File: config.mk
export PLATFORM = sky130hd
export DESIGN_NAME = mem_access_ctrl
export DESIGN_NICKNAME = d
export VERILOG_FILES = /design/src/rtl/mem_access_ctrl.sv
export SDC_FILE = /design/constraint.sdc
export NUM_CORES = 1
export LEC_CHECK = 0
export ABC_AREA = 1
export BUFFER_PORTS_ARGS = -buffer_cell sky130_fd_sc_hd__buf_2
export CORE_ASPECT_RATIO = 1.4
export CORE_MARGIN = 2
export CORE_UTILIZATION = 55
export DETAILED_ROUTE_END_ITERATION = 16
export GPL_ROUTABILITY_DRIVEN = 0
export PLACE_DENSITY_LB_ADDON = 0.15
export SLEW_MARGIN = 40
export SYNTH_ARGS = -nofsm -noshare
export SYNTH_HDL_FRONTEND = slang
export SYNTH_SLANG_ARGS = --single-unit
File: constraint.sdc
create_clock -name clk -period 3.9 [get_ports clk]
set_clock_uncertainty 0.15 [all_clocks]
set_input_delay 0 -clock clk [delete_from_list [all_inputs] [get_ports clk]]
set_output_delay 0 -clock clk [all_outputs]
set_load 0.1 [all_outputs]
File: src/rtl/mem_access_ctrl.sv
// mem_access_ctrl: arbitrates a single byte-wide memory port between the
// instruction-fetch requester and the MEM-stage data requester. Multi-byte
// accesses are split into little-endian byte beats; reads are reassembled and
// sign/zero-extended, and each requester gets a one-cycle done pulse.
//
// Ports
//   clk, rst        clock, synchronous active-high reset
//   rdy_in          global enable; low freezes all state and masks mem_wr
//   if_*            fetch request/address in, done pulse and instruction out
//   data_*          load/store request, size, signedness, address, store data
//                   in; done pulse and extended load result out
//   mem_*           byte bus: mem_a address, mem_dout/mem_wr write, mem_din
//                   read data (valid the cycle after its address)
//   busy            controller is mid-access
//
// Build option
//   MEM_CTRL_FAIR_EN  when defined, contested grants alternate between the two
//                     requesters; otherwise DATA always beats IF.
module mem_access_ctrl #(
  parameter int unsigned LEN        = 32,
  parameter int unsigned ADDR_WIDTH = 17
) (
  input  logic                  clk,
  input  logic                  rst,
  input  logic                  rdy_in,
  input  logic                  if_req,
  input  logic [ADDR_WIDTH-1:0] if_addr,
  output logic                  if_done,
  output logic [LEN-1:0]        if_inst,
  input  logic                  data_req,
  input  logic                  data_we,
  input  logic [1:0]            data_size,
  input  logic                  data_unsigned,
  input  logic [ADDR_WIDTH-1:0] data_addr,
  input  logic [LEN-1:0]        data_wdata,
  output logic                  data_done,
  output logic [LEN-1:0]        data_rdata,
  input  logic [7:0]            mem_din,
  output logic [7:0]            mem_dout,
  output logic [ADDR_WIDTH-1:0] mem_a,
  output logic                  mem_wr,
  output logic                  busy
);

  typedef enum logic [1:0] {StIdle, StRead, StWrite} state_e;

  state_e                state_q, state_d;
  logic [2:0]            cnt_q, cnt_d;
  logic [2:0]            n_q, n_d;
  logic [ADDR_WIDTH-1:0] base_q, base_d;
  logic                  is_data_q, is_data_d;
  logic                  uns_q, uns_d;
  logic [1:0]            size_q, size_d;
  logic [LEN-1:0]        wdata_q, wdata_d;
  logic [LEN-1:0]        buf_q, buf_d;
  logic [LEN-1:0]        if_inst_q, if_inst_d;
  logic [LEN-1:0]        data_rdata_q, data_rdata_d;
  logic                  if_done_q, if_done_d;
  logic                  data_done_q, data_done_d;

  logic                  grant_data, grant_if;
  logic [1:0]            cap_idx;
  logic [LEN-1:0]        asm_word, ext_word;

  function automatic logic [2:0] size_to_n(input logic [1:0] s);
    case (s)
      2'b00:   return 3'd1;
      2'b01:   return 3'd2;
      default: return 3'd4;
    endcase
  endfunction

`ifdef MEM_CTRL_FAIR_EN
  logic last_data_q, last_data_d;  // 1: DATA won the most recent contested grant

  always_comb begin
    last_data_d = last_data_q;
    if (data_req && if_req) begin
      grant_data = ~last_data_q;
      grant_if   = last_data_q;
    end else begin
      grant_data = data_req;
      grant_if   = if_req;
    end
    // Only a contested grant that actually happens moves the pointer.
    if (state_q == StIdle && !if_done_q && !data_done_q && data_req && if_req) begin
      last_data_d = grant_data;
    end
  end

  always_ff @(posedge clk) begin
    if (rst) begin
      last_data_q <= 1'b0;
    end else if (rdy_in) begin
      last_data_q <= last_data_d;
    end
  end
`else
  assign grant_data = data_req;
  assign grant_if   = if_req & ~data_req;
`endif

  // In READ, counter value k captures byte k-1 (address issued the cycle before).
  assign cap_idx = 2'(cnt_q - 3'd1);

  always_comb begin
    asm_word = buf_q;
    asm_word[8*cap_idx +: 8] = mem_din;
  end

  always_comb begin
    case (size_q)
      2'b00:   ext_word = uns_q ? {{(LEN-8){1'b0}}, asm_word[7:0]}
                                : {{(LEN-8){asm_word[7]}}, asm_word[7:0]};
      2'b01:   ext_word = uns_q ? {{(LEN-16){1'b0}}, asm_word[15:0]}
                                : {{(LEN-16){asm_word[15]}}, asm_word[15:0]};
      default: ext_word = asm_word;
    endcase
  end

  always_comb begin
    state_d      = state_q;
    cnt_d        = cnt_q;
    n_d          = n_q;
    base_d       = base_q;
    is_data_d    = is_data_q;
    uns_d        = uns_q;
    size_d       = size_q;
    wdata_d      = wdata_q;
    buf_d        = buf_q;
    if_inst_d    = if_inst_q;
    data_rdata_d = data_rdata_q;
    if_done_d    = 1'b0;
    data_done_d  = 1'b0;

    unique case (state_q)
      StIdle: begin
        // The done cycle is a bubble so the finishing requester can drop req.
        if (!if_done_q && !data_done_q) begin
          if (grant_data) begin
            state_d   = data_we ? StWrite : StRead;
            base_d    = data_addr;
            n_d       = size_to_n(data_size);
            is_data_d = 1'b1;
            uns_d     = data_unsigned;
            size_d    = data_size;
            wdata_d   = data_wdata;
            cnt_d     = 3'd0;
            buf_d     = '0;
          end else if (grant_if) begin
            state_d   = StRead;
            base_d    = if_addr;
            n_d       = 3'd4;
            is_data_d = 1'b0;
            cnt_d     = 3'd0;
            buf_d     = '0;
          end
        end
      end
      StRead: begin
        if (cnt_q != 3'd0) buf_d = asm_word;
        if (cnt_q == n_q) begin
          state_d = StIdle;
          cnt_d   = 3'd0;
          if (is_data_q) begin
            data_done_d  = 1'b1;
            data_rdata_d = ext_word;
          end else begin
            if_done_d = 1'b1;
            if_inst_d = asm_word;
          end
        end else begin
          cnt_d = cnt_q + 3'd1;
        end
      end
      StWrite: begin
        if (cnt_q == n_q - 3'd1) begin
          state_d     = StIdle;
          cnt_d       = 3'd0;
          data_done_d = 1'b1;
        end else begin
          cnt_d = cnt_q + 3'd1;
        end
      end
      default: state_d = StIdle;
    endcase
  end

  always_comb begin
    mem_a    = '0;
    mem_dout = '0;
    mem_wr   = 1'b0;
    if ((state_q == StRead && cnt_q < n_q) || state_q == StWrite) begin
      mem_a = base_q + ADDR_WIDTH'(cnt_q);  // wraps modulo 2^ADDR_WIDTH
    end
    if (state_q == StWrite) begin
      mem_dout = wdata_q[8*cnt_q[1:0] +: 8];
      mem_wr   = rdy_in;
    end
  end

  always_ff @(posedge clk) begin
    if (rst) begin
      state_q      <= StIdle;
      cnt_q        <= '0;
      n_q          <= '0;
      base_q       <= '0;
      is_data_q    <= 1'b0;
      uns_q        <= 1'b0;
      size_q       <= '0;
      wdata_q      <= '0;
      buf_q        <= '0;
      if_inst_q    <= '0;
      data_rdata_q <= '0;
      if_done_q    <= 1'b0;
      data_done_q  <= 1'b0;
    end else if (rdy_in) begin
      state_q      <= state_d;
      cnt_q        <= cnt_d;
      n_q          <= n_d;
      base_q       <= base_d;
      is_data_q    <= is_data_d;
      uns_q        <= uns_d;
      size_q       <= size_d;
      wdata_q      <= wdata_d;
      buf_q        <= buf_d;
      if_inst_q    <= if_inst_d;
      data_rdata_q <= data_rdata_d;
      if_done_q    <= if_done_d;
      data_done_q  <= data_done_d;
    end
  end

  assign if_done    = if_done_q;
  assign if_inst    = if_inst_q;
  assign data_done  = data_done_q;
  assign data_rdata = data_rdata_q;
  assign busy       = (state_q != StIdle);

endmodule

After elaboration in Yosys (flattened, before gate mapping). Cells that the tools add are included.

Add/sub/neg operators: 5. $lt $le $gt $ge: 1. Eq/ne operators: 11. Shift operators: 3. Muxes and demuxes: 39. Bitwise logic cells: 3. Reduce and logical (&&, ||, !) cells: 20.

Operators with widths (count): $mux W32 (6); $pmux W32 S2 (2); $mux W17 (3); $neg A5 Y34 (1); $shift A8 B34 Y32 const A (1); $shiftx A8 B34 Y32 (1); $bwmux W32 (1); $shiftx A32 B6 Y8 (1); $mux W3 (7); $reduce_and A4 Y1 (5); $add A17 B3 Y17 (1); $mux W2 (6); $reduce_and A5 Y1 (2); $mux W1 (9); $pmux W3 S3 (1); $mux W8 (1); $ne A2 B2 Y1 const B (4); $eq A2 B1 Y1 const B (3); $eq A3 B3 Y1 (2); $logic_not A2 Y1 (3); $pmux W2 S3 (1); $pmux W3 S2 (1); $reduce_bool A2 Y1 (3); $reduce_bool A3 Y1 (2); 12 further kinds (15).

Register bits: 159. Bits of input ports: 83. Output and inout bits: 93. Word-level logic and storage cells: 95.

Depth between registers and ports, before layout.
Word-level depth: 6. Depth in mapped cells: 14. Gate-level depth less buffers: 12.

Least setup slack after synthesis. No wires, ideal clock.

Kind: register to output. Start point: register cnt_q[1]. End point: output mem_a[14]. Data arrival time: 4.027 ns. Required time: 3.750 ns. Setup slack: -0.277 ns. Cell stages (with the launch flop): 11. Path buffers: 1. Cell sequence: dfxtp_1 -> buf_2 -> clkinv_1 -> fa_1 -> inv_1 -> nand3_1 -> nand2_1 -> nand2_1 -> nor2_1 -> a21oi_1 -> nor3_1.

Word-level cells in the longest chain between the ends: 4. Elaborated cells between the ends (all ways): 5. Classes of those cells: add/sub (1); order compare (1); mux (1); reduce/logical (2).

Ends and longest elaborated chain: start, declared (RTL line 48) `logic [2:0] cnt_q, cnt_d;`; start signal, assigned (RTL line 219) `cnt_q <= cnt_d;`; parallel branches: the longest is 3 deep, another holds $add A17 B3 Y17; $mux W17 * (RTL line 193) `if ((state_q == StRead && cnt_q < n_q) || state_q == StWrite) begin`; end, declared (RTL line 40) `output logic [ADDR_WIDTH-1:0] mem_a,`.

Mark *: on every way between the ends.

Worst setup path in the final report. Same ends and word-level chain as after synthesis.

==> run summary <==
Syn Area/Cell = 7.085 um^2
VDD IR max = 0.0003186 V
Leakage Power = 0.004381 uW
Most frequent cell after synthesis = nand2_1
Syn nets = 1,154
IO buf count = 175
GRT Total Usage = 29.79%
Core Footprint = 0.01333 mm^2
Placed insts = 1,358
Post-synth cell types = 39
Initial DRT Pass Iterations = 5
Clk Latency, worst-skew pair = 0.42 ns
Fmax = 0.2917 GHz
Worst-Margin Slew = 0.7895 ns
DPL Wire Length = 13.67 mm
CTS Buf Count = 17
Startpoint class of the critical path = flop
Post-synthesis instance total = 1,055
Via count = 7,821
Max FO, Critical Path = 17
Layout Cells excl Fill = 1,476
Area delta synth->final = 31.10%
Root Driver = clkbuf_16
Hold WC Path Type = primary input to flop
Warnings from Yosys = 0
Post CTS Setup Buffer Count = 0
Crit path arrival time = 3.28 ns
Outcome = finished clean
Post-DR wirelength/cell = 14.84 um
CP endpoint kind = primary output
Fin crit share = 87.90%
Antenna Nets Post-Route = 0
# DRC = 0
Max Cap Viol = 0
Post-route setup TNS = 0 ns
Number of H-tree levels = 4
Top-area cell type share of the netlist area = 42.58%
Layout net count = 1,381
Initial antenna violation count = 0
Final WL = 21.90 mm
RSZ-0062 raised after global routing = no
Die Y-Extent = 141.9 um
# setup viols final = 0
Std cell rows = 50
Vias per cell = 5.299
Required time worst endpoint = 3.75 ns
Diodes inserted = 0
Slew headroom = 47.37%
Sequential share of the synthesized area = 42.58%
IO Pins = 176
Crit path kind = flop to primary output
Share of layout cells above drive strength 1 = 18.47%
Hold Violations, Final = 0
Clock sink total = 159
Flops & latches, synth = 159
Die X = 102.5 um
Most frequent cells after synthesis = 178 x nand2_1, 159 x dfxtp_1, 155 x nor2_1
Vias in the first global route = 7,425
Initial Utilization = 56.09%
Number of synthesized flops with an enable pin = 0
Fin. max-slew vios = 0
Ranking of synthesized cells by area = dfxtp_1 43%, o21ai_0 10%, nand2_1 8.9%, a21oi_1 8.1%, nor2_1 7.8%
PnR Total Power = 4477 uW
Clock buffer depth = 2
First-pass GRT wire length = 34.65 mm
Total grt overflow = 0
Period minus WS final = 3.428 ns
Asr flop ratio synth = 0%
Largest net degree at the start of global routing = 67
Cell Area, Synth = 0.007475 mm^2
Die area = 0.01455 mm^2
Cell type with the largest total area after synthesis = dfxtp_1
Pwr Density = 456.9 mW/mm^2
Ys flop type = dfxtp_1
Initial DRC Count = 335
Clock-pin slew on the worst setup and hold paths = 0.07 ns
CTS tree = yes
worst max-delay path: stages, from the launching register on:
cell      delay (ns)
dfxtp_1         0.30
buf_4           0.22
clkinv_1        0.39
fa_1            0.54
inv_1           0.09
nand3_1         0.07
nand2_1         0.13
nand2_1         0.13
nor2_1          0.29
a21oi_1         0.13
nor3_2          0.12
buf_2           0.44
power by group:
group	total, uW	internal (uW)	switching (uW)
sequential	1780	1720	60.5
combinational	958	247	711
clock	1740	1020	718
per-stage QoR:
step           setup slack [ns]  instance area (um^2)  util (%)  hold WS, ns
2_1_floorplan            0.1550                  7485         -     -0.01509
3_3_place_gp             0.8347                  8319     62.43      0.07786
6_report                 0.4720                  9799     73.54      0.02698
5_1_grt                  0.2409                  9799     73.54      0.06674
3_5_place_dp             0.7475                  8322     62.45      0.08342
4_1_cts                  0.4561                  9799     73.54     0.008369
path summary, 6_finish.rpt:
kind	startpoint	endpoint	slack [ns]	cells past startpoint
hold reg to reg	wdata_q[9]$_SDFFE_PP0P_	wdata_q[9]$_SDFFE_PP0P_	0.31	2
hold / removal	rst	buf_q[17]$_SDFFE_PP0P_	0.03	2
setup reg to reg	cnt_q[1]$_SDFFE_PP0P_	buf_q[11]$_SDFFE_PP0P_	0.71	10
setup / recovery	cnt_q[1]$_SDFFE_PP0P_	mem_a[14]	0.47	11
cell type report:
class                   count  area, um^2
flip-flops and latches    159        3183
clock inverters            13       177.7
well taps                 182       227.7
multi-input cells         736        3613
repair buffers            267        1784
fillers                  1037        3526
clock buffers              18       429.2
inverters                 101       384.1
cell usage in the layout (no fill, tap or decap), types with 7 or more instances in the layout:
cell type and n:
clkbuf_16 17, nand3_1 25, buf_2 175, a21oi_1 121, o31ai_1 7, inv_2 7, nand2_1 178, dfxtp_1 159
a31oi_1 25, o21a_1 7, inv_1 87, dlygate4sd3_1 87, o21ai_0 150, nor2_1 155, ha_1 15, o21ai_1 12
cell families after synthesis:
| family | count (synthesis) | share of synthesized area (%) |
|---|---|---|
| and+or+nand+nor | 386 | 21.28 |
| muxes | 1 | 0.1339 |
| AOI/OAI and AO/OA | 327 | 23.32 |
| xor gates and xnor gates | 6 | 0.7030 |
| buffers and inverters | 160 | 9.207 |
| DFF | 159 | 42.58 |
| adders and majority gates | 16 | 2.779 |
state kept, by name (all words and copies together) (netlist names), 2 cells and up:
register,count
wdata_q,32
cnt_q,3
state_q,2
n_q,3
base_q,17
size_q,2
if_inst,32
buf_q,32
data_rdata,32
per-layer routing:
metal / vias to the layer above / wire [um] / GRT usage [%]
li1: 3928 / - / -
met2: 282 / 10830 / 50.81
met4: 0 / 894 / 14.95
met5: - / 0 / 0
met1: 3530 / 9048 / 35.49
met3: 81 / 1133 / 5.157
repair_timing:
| action | 4_1_cts | 5_1_grt |
|---|---|---|
| hold endpoints to repair | 89 | 0 |
| hold buffers | 87 | 0 |
| gates resized for setup | 0 | 0 |
(Power assumes the default switching activity.)
